==> src/rtl/mem_requester_pkg.sv <==
// Shared types and constants for the multi-channel memory requester.
// Channel FSM encoding and width helpers used by the top level and the channel block.
package mem_requester_pkg;

  typedef enum logic [2:0] {
    IDLE        = 3'd0,
    READ_WAIT   = 3'd1,
    WRITE_WAIT  = 3'd2,
    READ_RELAY  = 3'd3,
    WRITE_RELAY = 3'd4
  } chan_state_t;

  // Upper bound on channel count and the width needed to hold such a count.
  localparam int MAX_CHANNELS = 16;
  localparam int CHAN_CNT_W   = $clog2(MAX_CHANNELS + 1);

  // Index width for n items, never narrower than one bit.
  function automatic int idx_w(input int n);
    return (n > 1) ? $clog2(n) : 1;
  endfunction

endpackage

==> src/rtl/mem_req_channel.sv <==
// One memory channel: claim/wait/relay FSM plus its address, data and pointer registers.
// Arbitration and the claim table live in the top level; this block only follows grants.
module mem_req_channel
  import mem_requester_pkg::*;
#(
  parameter int MEM_ADDR_BITS = 8,
  parameter int MEM_DATA_BITS = 16,
  parameter int NUM_CONSUMERS = 4,
  parameter int IDX_W         = idx_w(NUM_CONSUMERS)
) (
  input  logic                     clk,
  input  logic                     rst_n,
  input  logic                     grant_read,
  input  logic                     grant_write,
  input  logic [IDX_W-1:0]         grant_idx,
  input  logic [MEM_ADDR_BITS-1:0] grant_read_address,
  input  logic [MEM_ADDR_BITS-1:0] grant_write_address,
  input  logic [MEM_DATA_BITS-1:0] grant_write_data,
  input  logic                     owner_read_valid,
  input  logic                     owner_write_valid,
  output chan_state_t              state,
  output logic [IDX_W-1:0]         owner,
  output logic [IDX_W-1:0]         ptr,
  output logic                     release_claim,
  output logic                     mem_read_valid,
  output logic [MEM_ADDR_BITS-1:0] mem_read_address,
  input  logic                     mem_read_ready,
  input  logic [MEM_DATA_BITS-1:0] mem_read_data,
  output logic                     mem_write_valid,
  output logic [MEM_ADDR_BITS-1:0] mem_write_address,
  output logic [MEM_DATA_BITS-1:0] mem_write_data,
  input  logic                     mem_write_ready,
  output logic [MEM_DATA_BITS-1:0] read_data
);

  chan_state_t next_state;

  always_ff @(posedge clk or negedge rst_n) begin
    if (!rst_n) begin
      state <= IDLE;
    end else begin
      state <= next_state;
    end
  end

  always_comb begin
    next_state      = state;
    release_claim   = 1'b0;
    mem_read_valid  = 1'b0;
    mem_write_valid = 1'b0;
    case (state)
      IDLE: begin
        if (grant_read) begin
          next_state = READ_WAIT;
        end else if (grant_write) begin
          next_state = WRITE_WAIT;
        end
      end
      READ_WAIT: begin
        mem_read_valid = 1'b1;
        if (mem_read_ready) begin
          next_state = READ_RELAY;
        end
      end
      WRITE_WAIT: begin
        mem_write_valid = 1'b1;
        if (mem_write_ready) begin
          next_state = WRITE_RELAY;
        end
      end
      // Relay lasts until the owner drops its request; a request already
      // dropped during the wait makes this a single-cycle pulse.
      READ_RELAY: begin
        if (!owner_read_valid) begin
          next_state    = IDLE;
          release_claim = 1'b1;
        end
      end
      WRITE_RELAY: begin
        if (!owner_write_valid) begin
          next_state    = IDLE;
          release_claim = 1'b1;
        end
      end
      default: next_state = IDLE;
    endcase
  end

  always_ff @(posedge clk or negedge rst_n) begin
    if (!rst_n) begin
      owner             <= '0;
      ptr               <= '0;
      mem_read_address  <= '0;
      mem_write_address <= '0;
      mem_write_data    <= '0;
      read_data         <= '0;
    end else begin
      if (state == IDLE && grant_read) begin
        owner            <= grant_idx;
        mem_read_address <= grant_read_address;
      end else if (state == IDLE && grant_write) begin
        owner             <= grant_idx;
        mem_write_address <= grant_write_address;
        mem_write_data    <= grant_write_data;
      end
      if (state == READ_WAIT && mem_read_ready) begin
        read_data <= mem_read_data;
      end
      if (release_claim) begin
        ptr <= (owner == IDX_W'(NUM_CONSUMERS - 1)) ? '0 : owner + 1'b1;
      end
    end
  end

endmodule

==> src/rtl/mem_requester.sv <==
// Multi-channel memory requester: arbitrates consumer read/write requests onto
// NUM_CHANNELS memory channels, with a claim table so no consumer is served twice.
module mem_requester
  import mem_requester_pkg::*;
#(
  parameter int MEM_ADDR_BITS = 8,
  parameter int MEM_DATA_BITS = 16,
  parameter int NUM_CONSUMERS = 4,
  parameter int NUM_CHANNELS  = 2,
  parameter int WRITE_ENABLE  = 1
) (
  input  logic                                         clk,
  input  logic                                         rst_n,
  input  logic [NUM_CONSUMERS-1:0]                     consumer_read_valid,
  input  logic [NUM_CONSUMERS-1:0][MEM_ADDR_BITS-1:0]  consumer_read_address,
  output logic [NUM_CONSUMERS-1:0]                     consumer_read_ready,
  output logic [NUM_CONSUMERS-1:0][MEM_DATA_BITS-1:0]  consumer_read_data,
  input  logic [NUM_CONSUMERS-1:0]                     consumer_write_valid,
  input  logic [NUM_CONSUMERS-1:0][MEM_ADDR_BITS-1:0]  consumer_write_address,
  input  logic [NUM_CONSUMERS-1:0][MEM_DATA_BITS-1:0]  consumer_write_data,
  output logic [NUM_CONSUMERS-1:0]                     consumer_write_ready,
  output logic [NUM_CHANNELS-1:0]                      mem_read_valid,
  output logic [NUM_CHANNELS-1:0][MEM_ADDR_BITS-1:0]   mem_read_address,
  input  logic [NUM_CHANNELS-1:0]                      mem_read_ready,
  input  logic [NUM_CHANNELS-1:0][MEM_DATA_BITS-1:0]   mem_read_data,
  output logic [NUM_CHANNELS-1:0]                      mem_write_valid,
  output logic [NUM_CHANNELS-1:0][MEM_ADDR_BITS-1:0]   mem_write_address,
  output logic [NUM_CHANNELS-1:0][MEM_DATA_BITS-1:0]   mem_write_data,
  input  logic [NUM_CHANNELS-1:0]                      mem_write_ready
);

  localparam int IDX_W = idx_w(NUM_CONSUMERS);
  localparam bit WR_EN = (WRITE_ENABLE != 0);

  chan_state_t              ch_state  [NUM_CHANNELS];
  logic [IDX_W-1:0]         ch_owner  [NUM_CHANNELS];
  logic [IDX_W-1:0]         ch_ptr    [NUM_CHANNELS];
  logic [IDX_W-1:0]         grant_idx [NUM_CHANNELS];
  logic [MEM_DATA_BITS-1:0] ch_rdata  [NUM_CHANNELS];

  logic [NUM_CHANNELS-1:0]                    grant_read;
  logic [NUM_CHANNELS-1:0]                    grant_write;
  logic [NUM_CHANNELS-1:0]                    ch_release;
  logic [NUM_CHANNELS-1:0]                    owner_rv;
  logic [NUM_CHANNELS-1:0]                    owner_wv;
  logic [NUM_CHANNELS-1:0]                    ch_wvalid;
  logic [NUM_CHANNELS-1:0][MEM_ADDR_BITS-1:0] ch_waddr;
  logic [NUM_CHANNELS-1:0][MEM_DATA_BITS-1:0] ch_wdata;

  logic [NUM_CONSUMERS-1:0] claimed;
  logic [NUM_CONSUMERS-1:0] claimed_next;
  logic [NUM_CONSUMERS-1:0] write_req;
  logic [NUM_CONSUMERS-1:0] taken;
  logic                     found;
  int                       scan;
  logic [IDX_W-1:0]         cand;

  assign write_req = WR_EN ? consumer_write_valid : '0;

  // Channels arbitrate in index order; each skips consumers already claimed
  // or picked by a lower channel this cycle, scanning from its own pointer.
  always_comb begin
    taken       = '0;
    found       = 1'b0;
    scan        = 0;
    cand        = '0;
    grant_read  = '0;
    grant_write = '0;
    for (int c = 0; c < NUM_CHANNELS; c++) begin
      grant_idx[c] = '0;
      found        = 1'b0;
      if (ch_state[c] == IDLE) begin
        for (int k = 0; k < NUM_CONSUMERS; k++) begin
          scan = int'(ch_ptr[c]) + k;
          if (scan >= NUM_CONSUMERS) begin
            scan = scan - NUM_CONSUMERS;
          end
          cand = IDX_W'(scan);
          if (!found && !claimed[cand] && !taken[cand] &&
              (consumer_read_valid[cand] || write_req[cand])) begin
            found        = 1'b1;
            taken[cand]  = 1'b1;
            grant_idx[c] = cand;
            if (consumer_read_valid[cand]) begin
              grant_read[c] = 1'b1;
            end else begin
              grant_write[c] = 1'b1;
            end
          end
        end
      end
    end
  end

  always_comb begin
    claimed_next = claimed;
    for (int c = 0; c < NUM_CHANNELS; c++) begin
      if (ch_release[c]) begin
        claimed_next[ch_owner[c]] = 1'b0;
      end
      if (grant_read[c] || grant_write[c]) begin
        claimed_next[grant_idx[c]] = 1'b1;
      end
    end
  end

  always_ff @(posedge clk or negedge rst_n) begin
    if (!rst_n) begin
      claimed <= '0;
    end else begin
      claimed <= claimed_next;
    end
  end

  for (genvar g = 0; g < NUM_CHANNELS; g++) begin : g_chan
    assign owner_rv[g] = consumer_read_valid[ch_owner[g]];
    assign owner_wv[g] = write_req[ch_owner[g]];

    mem_req_channel #(
      .MEM_ADDR_BITS (MEM_ADDR_BITS),
      .MEM_DATA_BITS (MEM_DATA_BITS),
      .NUM_CONSUMERS (NUM_CONSUMERS),
      .IDX_W         (IDX_W)
    ) u_chan (
      .clk                 (clk),
      .rst_n               (rst_n),
      .grant_read          (grant_read[g]),
      .grant_write         (grant_write[g]),
      .grant_idx           (grant_idx[g]),
      .grant_read_address  (consumer_read_address[grant_idx[g]]),
      .grant_write_address (consumer_write_address[grant_idx[g]]),
      .grant_write_data    (consumer_write_data[grant_idx[g]]),
      .owner_read_valid    (owner_rv[g]),
      .owner_write_valid   (owner_wv[g]),
      .state               (ch_state[g]),
      .owner               (ch_owner[g]),
      .ptr                 (ch_ptr[g]),
      .release_claim       (ch_release[g]),
      .mem_read_valid      (mem_read_valid[g]),
      .mem_read_address    (mem_read_address[g]),
      .mem_read_ready      (mem_read_ready[g]),
      .mem_read_data       (mem_read_data[g]),
      .mem_write_valid     (ch_wvalid[g]),
      .mem_write_address   (ch_waddr[g]),
      .mem_write_data      (ch_wdata[g]),
      .mem_write_ready     (mem_write_ready[g]),
      .read_data           (ch_rdata[g])
    );

    // Write ports are tied off entirely when writes are disabled.
    assign mem_write_valid[g]   = WR_EN && ch_wvalid[g];
    assign mem_write_address[g] = WR_EN ? ch_waddr[g] : '0;
    assign mem_write_data[g]    = WR_EN ? ch_wdata[g] : '0;
  end

  always_comb begin
    consumer_read_ready  = '0;
    consumer_write_ready = '0;
    consumer_read_data   = '0;
    for (int c = 0; c < NUM_CHANNELS; c++) begin
      if (ch_state[c] == READ_RELAY) begin
        consumer_read_ready[ch_owner[c]] = 1'b1;
        consumer_read_data[ch_owner[c]]  = ch_rdata[c];
      end
      if (WR_EN && ch_state[c] == WRITE_RELAY) begin
        consumer_write_ready[ch_owner[c]] = 1'b1;
      end
    end
  end

endmodule

==> config.mk <==
export PLATFORM = sky130hd
export DESIGN_NAME = mem_requester
export DESIGN_NICKNAME = d
export VERILOG_FILES = /design/src/rtl/mem_requester_pkg.sv /design/src/rtl/mem_req_channel.sv /design/src/rtl/mem_requester.sv
export SDC_FILE = /design/constraint.sdc
export NUM_CORES = 1
export LEC_CHECK = 0
export CORE_MARGIN = 4
export CORE_UTILIZATION = 45
export CTS_CLUSTER_DIAMETER = 50
export CTS_CLUSTER_SIZE = 14
export DETAILED_ROUTE_END_ITERATION = 8
export GPL_ROUTABILITY_DRIVEN = 1
export GPL_TIMING_DRIVEN = 0
export PLACE_DENSITY = 0.79
export SYNTH_ARGS = -nofsm -noshare
export SYNTH_HDL_FRONTEND = slang
export SYNTH_SLANG_ARGS = --single-unit
export TNS_END_PERCENT = 30
==> constraint.sdc <==
create_clock -name clk -period 11 [get_ports clk]
set_input_delay 2.2 -clock clk [delete_from_list [all_inputs] [get_ports clk]]
set_output_delay 2.2 -clock clk [all_outputs]
set_load 0.005 [all_outputs]
== Word-level counts from Yosys, hierarchy flattened ==
Index checks and enable logic that the tools add are counted.

* Register bits after elaboration: 114
* Output and inout port bits: 140
* Word-level logic and storage cells: 417

* Add/subtract/negate cells: 16
* Order comparisons: 31
* Equality and inequality tests: 20
* Muxes and demuxes: 239
* Bitwise gates (word level): 17
* Reductions and logical operators: 79

{| class="wikitable"
|+ Operators with widths
! cell !! count
|-
| 64-bit 2-to-1 mux || 2
|-
| 1-bit 2-to-1 mux || 103
|-
| 4-bit 2-to-1 mux || 22
|-
| 1-bit binary-select mux with 2-bit select || 36
|-
| 64-bit bitwise AND || 1
|-
| 16-bit binary-select mux with 2-bit select || 2
|-
| 8-bit binary-select mux with 2-bit select || 4
|-
| 64-bit bitwise mux || 1
|-
| 16-bit demux with 2-bit select || 2
|-
| 16-bit 2-to-1 mux || 4
|-
| 2-bit 2-to-1 mux || 32
|-
| 4-bit OR || 10
|-
| 1-bit logical AND || 39
|-
| 2-bit by 3-bit < comparator with 1-bit output, second input constant || 12
|-
| 3-bit 2-to-1 mux || 12
|-
| 8-bit 2-to-1 mux || 4
|-
| 3-bit one-hot mux with 5 select lines || 2
|-
| 1-bit demux with 2-bit select || 11
|-
| 2-bit by 1-bit greater-or-equal comparator with 1-bit output, second input constant || 11
|-
| 1-bit zero test || 22
|-
| 3-bit greater-or-equal comparator, second input constant || 6
|-
| 2-bit inequality test, second input constant || 8
|-
| 2-bit by 1-bit subtractor with 2-bit output, second input constant || 8
|-
| 2-bit by 2-bit adder with 3-bit output, second input constant || 4
|-
| other kinds (17) || 44
|}

== Logic depth before layout (Yosys ltp) ==
Gate-level depths: netlist of run 1.

* Word-level depth: 65
* Mapped depth: 20

== Modules after synthesis ==
From an unflattened synthesis of run 1, not the netlist that was laid out.

* Cell total of the unflattened synthesis: 1078
* Area total of the unflattened synthesis: 10253.6 µm²

{| class="wikitable"
|+ By module, submodules not included
! module !! times used !! cells each !! area an instance (µm²) !! seq. area each (µm²)
|-
| mem_requester || 1 || 802 || 5744.3 || 100.1
|-
| mem_req_channel || 2 || 138 || 2254.7 || 1376.3
|}

== Worst setup path after synthesis of run 1 ==
No wires, ideal clock.

* Path kind: input port to flip-flop
* Start: in consumer_read_valid[1]
* End: reg g_chan[1].u_chan.mem_write_address[6]
* Data arrival time: 5.735 ns
* Setup slack: 5.117 ns
* Cell stages on the path: 16
* Cell sequence: mux4_2 -> a311oi_2 -> o221ai_2 -> or4_1 -> o31a_1 -> o211a_4 -> a21oi_1 -> o21ai_1 -> a31o_2 -> o211a_1 -> buf_2 -> a21bo_1 -> buf_4 -> buf_6 -> a2111oi_2 -> a211oi_1

* Longest elaborated chain between the ends: 58
* Elaborated cells on any way between the ends: 133

{| class="wikitable"
|+ RTL lines
! element !! RTL line !! text
|-
| start, declared || mem_requester.sv:14 || <nowiki>input logic [NUM_CONSUMERS-1:0] consumer_read_valid,</nowiki>
|-
| branches (longest 58 deep; another with 4-bit 2-to-1 mux) || n/a ||
|-
| end signal, assigned || mem_req_channel.sv:103 || <nowiki>mem_write_address <= grant_write_address;</nowiki>
|-
| end, declared || mem_req_channel.sv:30 || <nowiki>output logic [MEM_ADDR_BITS-1:0] mem_write_address,</nowiki>
|}

Several ways; the timed one is not identified. The select of a mux whose other input is x is not followed.
A chain may end at the register's enable or synchronous reset.

== Worst setup path after layout of run 1 ==
* Start: in consumer_read_valid[0]
* End: reg g_chan[1].u_chan.mem_write_data[10]

* Longest elaborated chain between the ends: 58
* Elaborated cells on any way between the ends: 133

{| class="wikitable"
|+ RTL lines
! element !! RTL line !! text
|-
| branches (longest 58 deep; another with 4-bit 2-to-1 mux) || n/a ||
|-
| end signal, assigned || mem_req_channel.sv:104 || <nowiki>mem_write_data <= grant_write_data;</nowiki>
|-
| end, declared || mem_req_channel.sv:31 || <nowiki>output logic [MEM_DATA_BITS-1:0] mem_write_data,</nowiki>
|}

Several ways; the timed one is not identified. The select of a mux whose other input is x is not followed.

==> results.json, run 1 <==
{
  "clock_latency_ns": 0.43,
  "overflow": 0,
  "critPathLaunchType": "input pin",
  "fin_cells": 1719,
  "cp_slowest_cell": "clkdlybuf4s50_1",
  "status": "finished, final reports clean",
  "cts_tree": "built",
  "r2r_cells": 17,
  "antenna_found_initial": 1,
  "mappedNetlistArea_mm2": 0.00951,
  "yosysWarnings": 0,
  "p_total_mw": 4.56,
  "crit_fanout": 10,
  "ioPinCount": 314,
  "rsz0062_at_grt": "no",
  "min_path_cells": 1,
  "area_growth_pct": 42.7,
  "worstSetupEndpointType": "register",
  "hp-class": "register to register",
  "period_needed_ns": 7.17,
  "cts.sinks": 114,
  "numCtsBuffers": 17,
  "start_util_pct": 46.4,
  "critPathArrivalTime_ns": 7.46,
  "tightestPinTransition_ns": 1.35,
  "r2r-end": "g_chan[1].u_chan.mem_write_data[10]",
  "wl_per_cell_um": 23.4,
  "slew_violations": 0,
  "fin_area_mm2": 0.0136,
  "fin_skew_ns": 0.0155,
  "vias": 10924,
  "pre_cts_slack_ns": 3.64,
  "irDropWorstVdd_uv": 193,
  "portBuffers": 313,
  "gp_congestion": 0.953,
  "required_ns": 11.29,
  "grt_max_degree": 67,
  "root_buffer": "clkbuf_16",
  "drt_first_pass_iters": 8,
  "synth_seq_cells": 114,
  "design.die.area_mm2": 0.0235,
  "setup_slack_ns": 3.83,
  "core_mm2": 0.0205,
  "hold_viol_final": 0,
  "crit_chain": "clkdlybuf4s50_1 > mux4_2 > a311oi_2 > o221ai_2 > or3_1 > o211a_2 > o211ai_1 > nand3_1 > a211oi_1 > o21ai_1 > a31oi_1 > clkbuf_1 > a21oi_1 > a2111oi_0 > nor3_1",
  "leakagePower_nw": 5.19,
  "async_flop_share_pct": 100,
  "post_cts_resized": 0,
  "grtUsageTotal_pct": 32.9,
  "pwr_density_cell_mw_per_mm2": 336,
  "hold_end": "g_chan[0].u_chan.mem_read_address[0]",
  "min_from": "g_chan[0].u_chan.mem_read_address[0]",
  "finalSetupTns_ns": 0,
  "wirelength_um": 40200,
  "yosys.area.top_type": "dfrtp_1",
  "core.rowCount": 52,
  "grt_pass1_wl_um": 61900,
  "viasPerCell": 6.35,
  "ys_seq_area_share_pct": 30.0,
  "max_freq_mhz": 139,
  "cts_setup_buffers": 0,
  "ant_nets": 0,
  "path_class": "input pin to register",
  "placed_cells": 1687,
  "synthCells": 1102,
  "slowest_delay_ns": 0.61,
  "synth_edf_count": 0,
  "final_nets": 1630,
  "ys_dominant_reg_cell": "dfrtp_1",
  "maxSlewHeadroom_pct": 10.1,
  "grt_pass1_vias": 10724,
  "synth_top_area_share_pct": 30.0,
  "path_clk_slew_ns": 0.06,
  "place_hpwl_um": 30500,
  "syn_avg_cell_area_um2": 8.63,
  "hold_buffers": 0,
  "final_layout_size_suffix_gt1_share_pct": 12.2,
  "cts_max_level": 4,
  "clock_path_buffers": 2,
  "die_w_um": 153,
  "reg2reg_slack_ns": 5.16,
  "floorplan.die.height_um": 153,
  "yosysUniqueCellTypes": 78,
  "dr.first_iter.drc_count": 1083,
  "post-route-drc-count": 0,
  "synth.area.top_cells": "dfrtp_1, mux2_2, nand2_1, a22o_1, a21oi_1",
  "crit-reg2reg-launch": "g_chan[0].u_chan.ptr[1]",
  "dpl_cell_area_mm2": 0.0130,
  "cap_violations": 0,
  "fin_crit_sh_pct": 65.2,
  "syn_nets": 1296,
  "setup-violations-final": 0
}
## synthesized netlist by cell type, drive strengths merged, types with 5 or more instances
| library cell | count |
|---|---|
| buf | 28 |
| a211oi | 55 |
| a21oi | 84 |
| nand2 | 187 |
| mux2 | 71 |
| dfrtp | 114 |
| o211a | 6 |
| mux4 | 13 |
| nor3 | 26 |
| o211ai | 10 |
| o31ai | 5 |
| mux2i | 24 |
| a22o | 52 |
| and2 | 43 |
| inv | 22 |
| a31oi | 37 |
| nor3b | 6 |
| nor2b | 5 |
| o2111ai | 5 |
| clkbuf | 67 |
| nand3 | 5 |
| nor2 | 66 |
| nand2b | 6 |
| ha | 20 |
| a2111oi | 49 |
| o21ai | 33 |
## layer usage
| layer | part of all wire (%) | routed length, um | up-vias | GRT usage (%) |
|---|---|---|---|---|
| met2 | 47 | 18900 | 731 | 53.4 |
| met5 | 0 | 0 | - | 0 |
| met4 | 4.1 | 1650 | 0 | 13.1 |
| li1 | - | - | 4834 | - |
| met1 | 38 | 15200 | 5242 | 41.8 |
| met3 | 11 | 4490 | 117 | 9.22 |
## cell type report
| cell class | count | area, um^2 |
|---|---|---|
| antenna | 1 | 2.50 |
| buffer | 95 | 439 |
| clock buffer | 22 | 474 |
| clock inverter | 9 | 82.6 |
| fill | 1701 | 6920 |
| inverter | 22 | 82.6 |
| multi-input combinational | 871 | 6130 |
| sequential | 114 | 2850 |
| tap | 270 | 338 |
| timing repair buffer | 315 | 3170 |
## layout by cell type, fill, tap and decap left out, types with 20 or more instances in the layout
cell type          n
a2111oi_0         27
a2111oi_2         22
a211oi_1          55
a21oi_1           84
a22o_1            52
a31oi_1           37
and2_1            43
clkbuf_1          68
clkdlybuf4s50_1  312
dfrtp_1          114
ha_1              20
inv_1             22
mux2_2            70
mux2i_1           24
nand2_1          187
nor2_1            65
nor3_1            26
o21ai_0           28
## where the power goes
part	leakage (nW)	switching, mW	internal [mW]	total (mW)
clock	0.272	0.214	0.326	0.540
combinational	3.59	1.85	1.32	3.16
sequential	1.33	0.210	0.644	0.855
## state kept, by name, summed over array words and instances (netlist names)
name	flops
g_chan.u_chan.mem_write_data	32
g_chan.u_chan.read_data	32
g_chan.u_chan.mem_read_address	16
g_chan.u_chan.mem_write_address	16
g_chan.u_chan.state	6
claimed	4
g_chan.u_chan.owner	4
g_chan.u_chan.ptr	4
## per-stage QoR
stage / util (%) / hold WS, ns
final: 66.2 / 0.506
after global routing: 66.2 / 0.524
after CTS: 66.2 / 0.508
after detailed placement: 63.5 / 0.495
after global placement: 63.3 / 0.490
after floorplan: - / 0.499
## worst max-delay path by stage
stage,from,to,slack [ns],cells after the start
after floorplan,consumer_read_valid[1],g_chan[1].u_chan.mem_write_address[6],5.12,16
after global placement,rst_n,g_chan[0].u_chan.mem_read_address[0],3.02,1
after detailed placement,consumer_read_valid[1],g_chan[1].u_chan.mem_read_address[0],3.64,15
after CTS,consumer_read_valid[1],g_chan[1].u_chan.mem_read_address[0],4.04,15
after global routing,consumer_read_valid[0],g_chan[1].u_chan.mem_write_data[14],3.58,15
final,consumer_read_valid[0],g_chan[1].u_chan.mem_write_data[10],3.83,15
## critical path, delay by kind of cell
kind,cells,cell delay (ns)
and+or+nand+nor,3,0.81
AOI/OAI and AO/OA,9,2.70
buffers and inverters,2,1.14
muxes,1,0.60
## kinds of logic after synthesis
| group | synth area share [%] |
|---|---|
| compound gates | 31.0 |
| fa+ha+maj | 2.63 |
| buf+inv | 5.49 |
| flops | 30.0 |
| mux | 14.0 |
| simple gates | 16.9 |
(Power assumes the default switching activity.)
==> run 2, diff against run 1 <==
==> constraint.sdc (replaced) <==
create_clock -name clk -period 7.2 [get_ports clk]
set_input_delay 1.44 -clock clk [delete_from_list [all_inputs] [get_ports clk]]
set_output_delay 1.44 -clock clk [all_outputs]
set_load 0.005 [all_outputs]
==> results of run 2 <==
Same layout as run 1 (identical final DEF). Status: finished, final reports clean.
Main changes from that run: setup slack after placement 3.64 ns -> 0.604 ns; setup slack after layout 3.83 ns -> 0.788 ns; register-to-register setup slack 5.16 ns -> 1.36 ns; total power 4.56 mW -> 6.96 mW; worst IR drop on VDD 193 uV -> 295 uV
==> run 3, diff against run 2 <==
--- a/config.mk
+++ b/config.mk
@@ -12,7 +12,7 @@
 export DETAILED_ROUTE_END_ITERATION = 8
 export GPL_ROUTABILITY_DRIVEN = 1
 export GPL_TIMING_DRIVEN = 0
-export PLACE_DENSITY = 0.79
+export PLACE_DENSITY = 0.86
 export SYNTH_ARGS = -nofsm -noshare
 export SYNTH_HDL_FRONTEND = slang
 export SYNTH_SLANG_ARGS = --single-unit
==> results.json, run 3 (synthesis results as in run 1) <==
{
  "status": "finished, final reports clean",
  "core_mm2": 0.0205,
  "tightestPinTransition_ns": 1.28,
  "whs_ns": 0.507,
  "required_ns": 7.47,
  "start_util_pct": 46.4,
  "path_clk_slew_ns": 0.05,
  "grt_pass1_vias": 11123,
  "root_buffer": "clkbuf_16",
  "clock_latency_ns": 0.43,
  "final_cell_mix": "clkdlybuf4s50_1, nand2_1, dfrtp_1",
  "pwr_density_cell_mw_per_mm2": 519,
  "maxSlewHeadroom_pct": 13.7,
  "fin_crit_sh_pct": 92.1,
  "numCtsBuffers": 17,
  "vias": 11166,
  "setup-violations-final": 0,
  "period_needed_ns": 6.63,
  "rsz0062_at_grt": "no",
  "overflow": 0,
  "cts.sinks": 114,
  "hold_viol_final": 0,
  "cts_tree": "built",
  "n_antenna_cell": 0,
  "final_nets": 1629,
  "hp-class": "register to register",
  "cp_slowest_cell": "clkdlybuf4s50_1",
  "slowest_delay_ns": 0.67,
  "clock_path_buffers": 2,
  "cap_violations": 0,
  "critPathLaunchType": "input pin",
  "leakagePower_nw": 5.20,
  "design.die.area_mm2": 0.0235,
  "dr.first_iter.drc_count": 1229,
  "grt_pass1_wl_um": 63100,
  "slew_violations": 0,
  "wirelength_um": 40900,
  "path_buf_inv": 2,
  "place_hpwl_um": 30800,
  "reg.largest.list": "g_chan.u_chan.mem_write_data x32, g_chan.u_chan.read_data x32",
  "crit_fanout": 10,
  "grt_max_degree": 74,
  "die_w_um": 153,
  "cts_max_level": 4,
  "critPathArrivalTime_ns": 6.90,
  "area_growth_pct": 42.9,
  "portBuffers": 313,
  "final_layout_size_suffix_gt1_share_pct": 12.2,
  "crit_family": "compound AO/OA/AOI/OAI gates",
  "gp_congestion": 0.968,
  "path_class": "input pin to register",
  "wl_per_cell_um": 23.8,
  "ioPinCount": 314,
  "viasPerCell": 6.50,
  "fin_skew_ns": 0.0100,
  "layout_commonest_cell": "clkdlybuf4s50_1",
  "ant_nets": 0,
  "grtUsageTotal_pct": 33.4,
  "irDropWorstVdd_uv": 293,
  "post_cts_resized": 0,
  "worstSetupEndpointType": "register",
  "core.rowCount": 52,
  "hold_buffers": 0,
  "floorplan.die.height_um": 153,
  "post-route-drc-count": 0,
  "drt_first_pass_iters": 5,
  "max_freq_mhz": 151,
  "antenna_found_initial": 0,
  "crit_chain": "clkdlybuf4s50_1 > mux4_2 > a311oi_2 > o221ai_2 > or3_1 > o211a_2 > o211ai_1 > nand3_1 > a211oi_1 > o21ai_1 > a31oi_1 > clkbuf_1 > a21oi_1 > a2111oi_0 > nor3_1",
  "p_total_mw": 7.06,
  "reg2reg_slack_ns": 1.17,
  "utilization_pct": 66.3,
  "cts_setup_buffers": 0
}
## run 3: changes by cell type in the layout (fill, tap and decap cells not counted), sizes merged
| cell | change |
|---|---|
| clkinv | -2 |
| buf | -1 |
| bufinv | +1 |
| clkinvlp | +1 |
| diode | -1 |
## run 3: worst register-to-register path, cell delays in order (launching register included)
cell	delay, ns
dfrtp_1	0.44
clkbuf_1	0.41
inv_1	0.27
ha_1	0.44
inv_1	0.11
a211oi_1	0.34
o221ai_2	0.24
or3_1	0.43
o211a_2	0.19
o211ai_1	0.37
nand3_1	0.28
a211oi_1	0.41
o21ai_1	0.14
a31oi_1	0.37
clkbuf_1	0.55
a21oi_1	0.14
a2111oi_0	0.61
nor3_1	0.14
## run 3: layout make-up
type | instances | area (um^2)
multi-input cells | 871 | 6140
well taps | 270 | 338
clock buffers | 22 | 474
clock inverters | 9 | 106
fillers | 1652 | 6900
repair buffers | 314 | 3160
inverters | 22 | 82.6
plain buffers | 95 | 439
flip-flops and latches | 114 | 2850
## run 3: through the flow
| step | std cells | worst slack, ns | cell area (um^2) | TNS (ns) |
|---|---|---|---|---|
| after floorplan | 1102 | 2.08 | 9510 | 0 |
| after global placement | 1685 | -0.00219 | 13000 | -0.0302 |
| after detailed placement | 1686 | 0.461 | 13000 | 0 |
| after CTS | 1717 | 0.865 | 13600 | 0 |
| after global routing | 1717 | 0.427 | 13600 | 0 |
| final | 1717 | 0.568 | 13600 | 0 |
## run 3: path summary, 6_finish.rpt
check                                                      from                                    to  cells after the start
max                                      consumer_read_valid[0]   g_chan[1].u_chan.mem_write_data[11]                     15
min                        g_chan[0].u_chan.mem_read_address[2]  g_chan[0].u_chan.mem_read_address[2]                      1
max reg2reg                             g_chan[0].u_chan.ptr[1]   g_chan[1].u_chan.mem_write_data[11]                     17
min reg2reg                g_chan[0].u_chan.mem_read_address[2]  g_chan[0].u_chan.mem_read_address[2]                      1
max in group asynchronous                                 rst_n             g_chan[0].u_chan.state[1]                      2
min in group asynchronous                                 rst_n    g_chan[0].u_chan.mem_write_data[8]                      1
## run 3: routing by layer
layer	GRT usage (%)	wire length, um	part of all wire [%]
met4	15.0	2090	5.1
met5	0	0	0
met3	9.41	4610	11
met2	55.1	19300	47
met1	40.6	14900	36
## run 3: power breakdown
part	internal (mW)	switching, mW
Clock	0.534	0.328
Sequential	0.984	0.336
Combinational	2.01	2.87
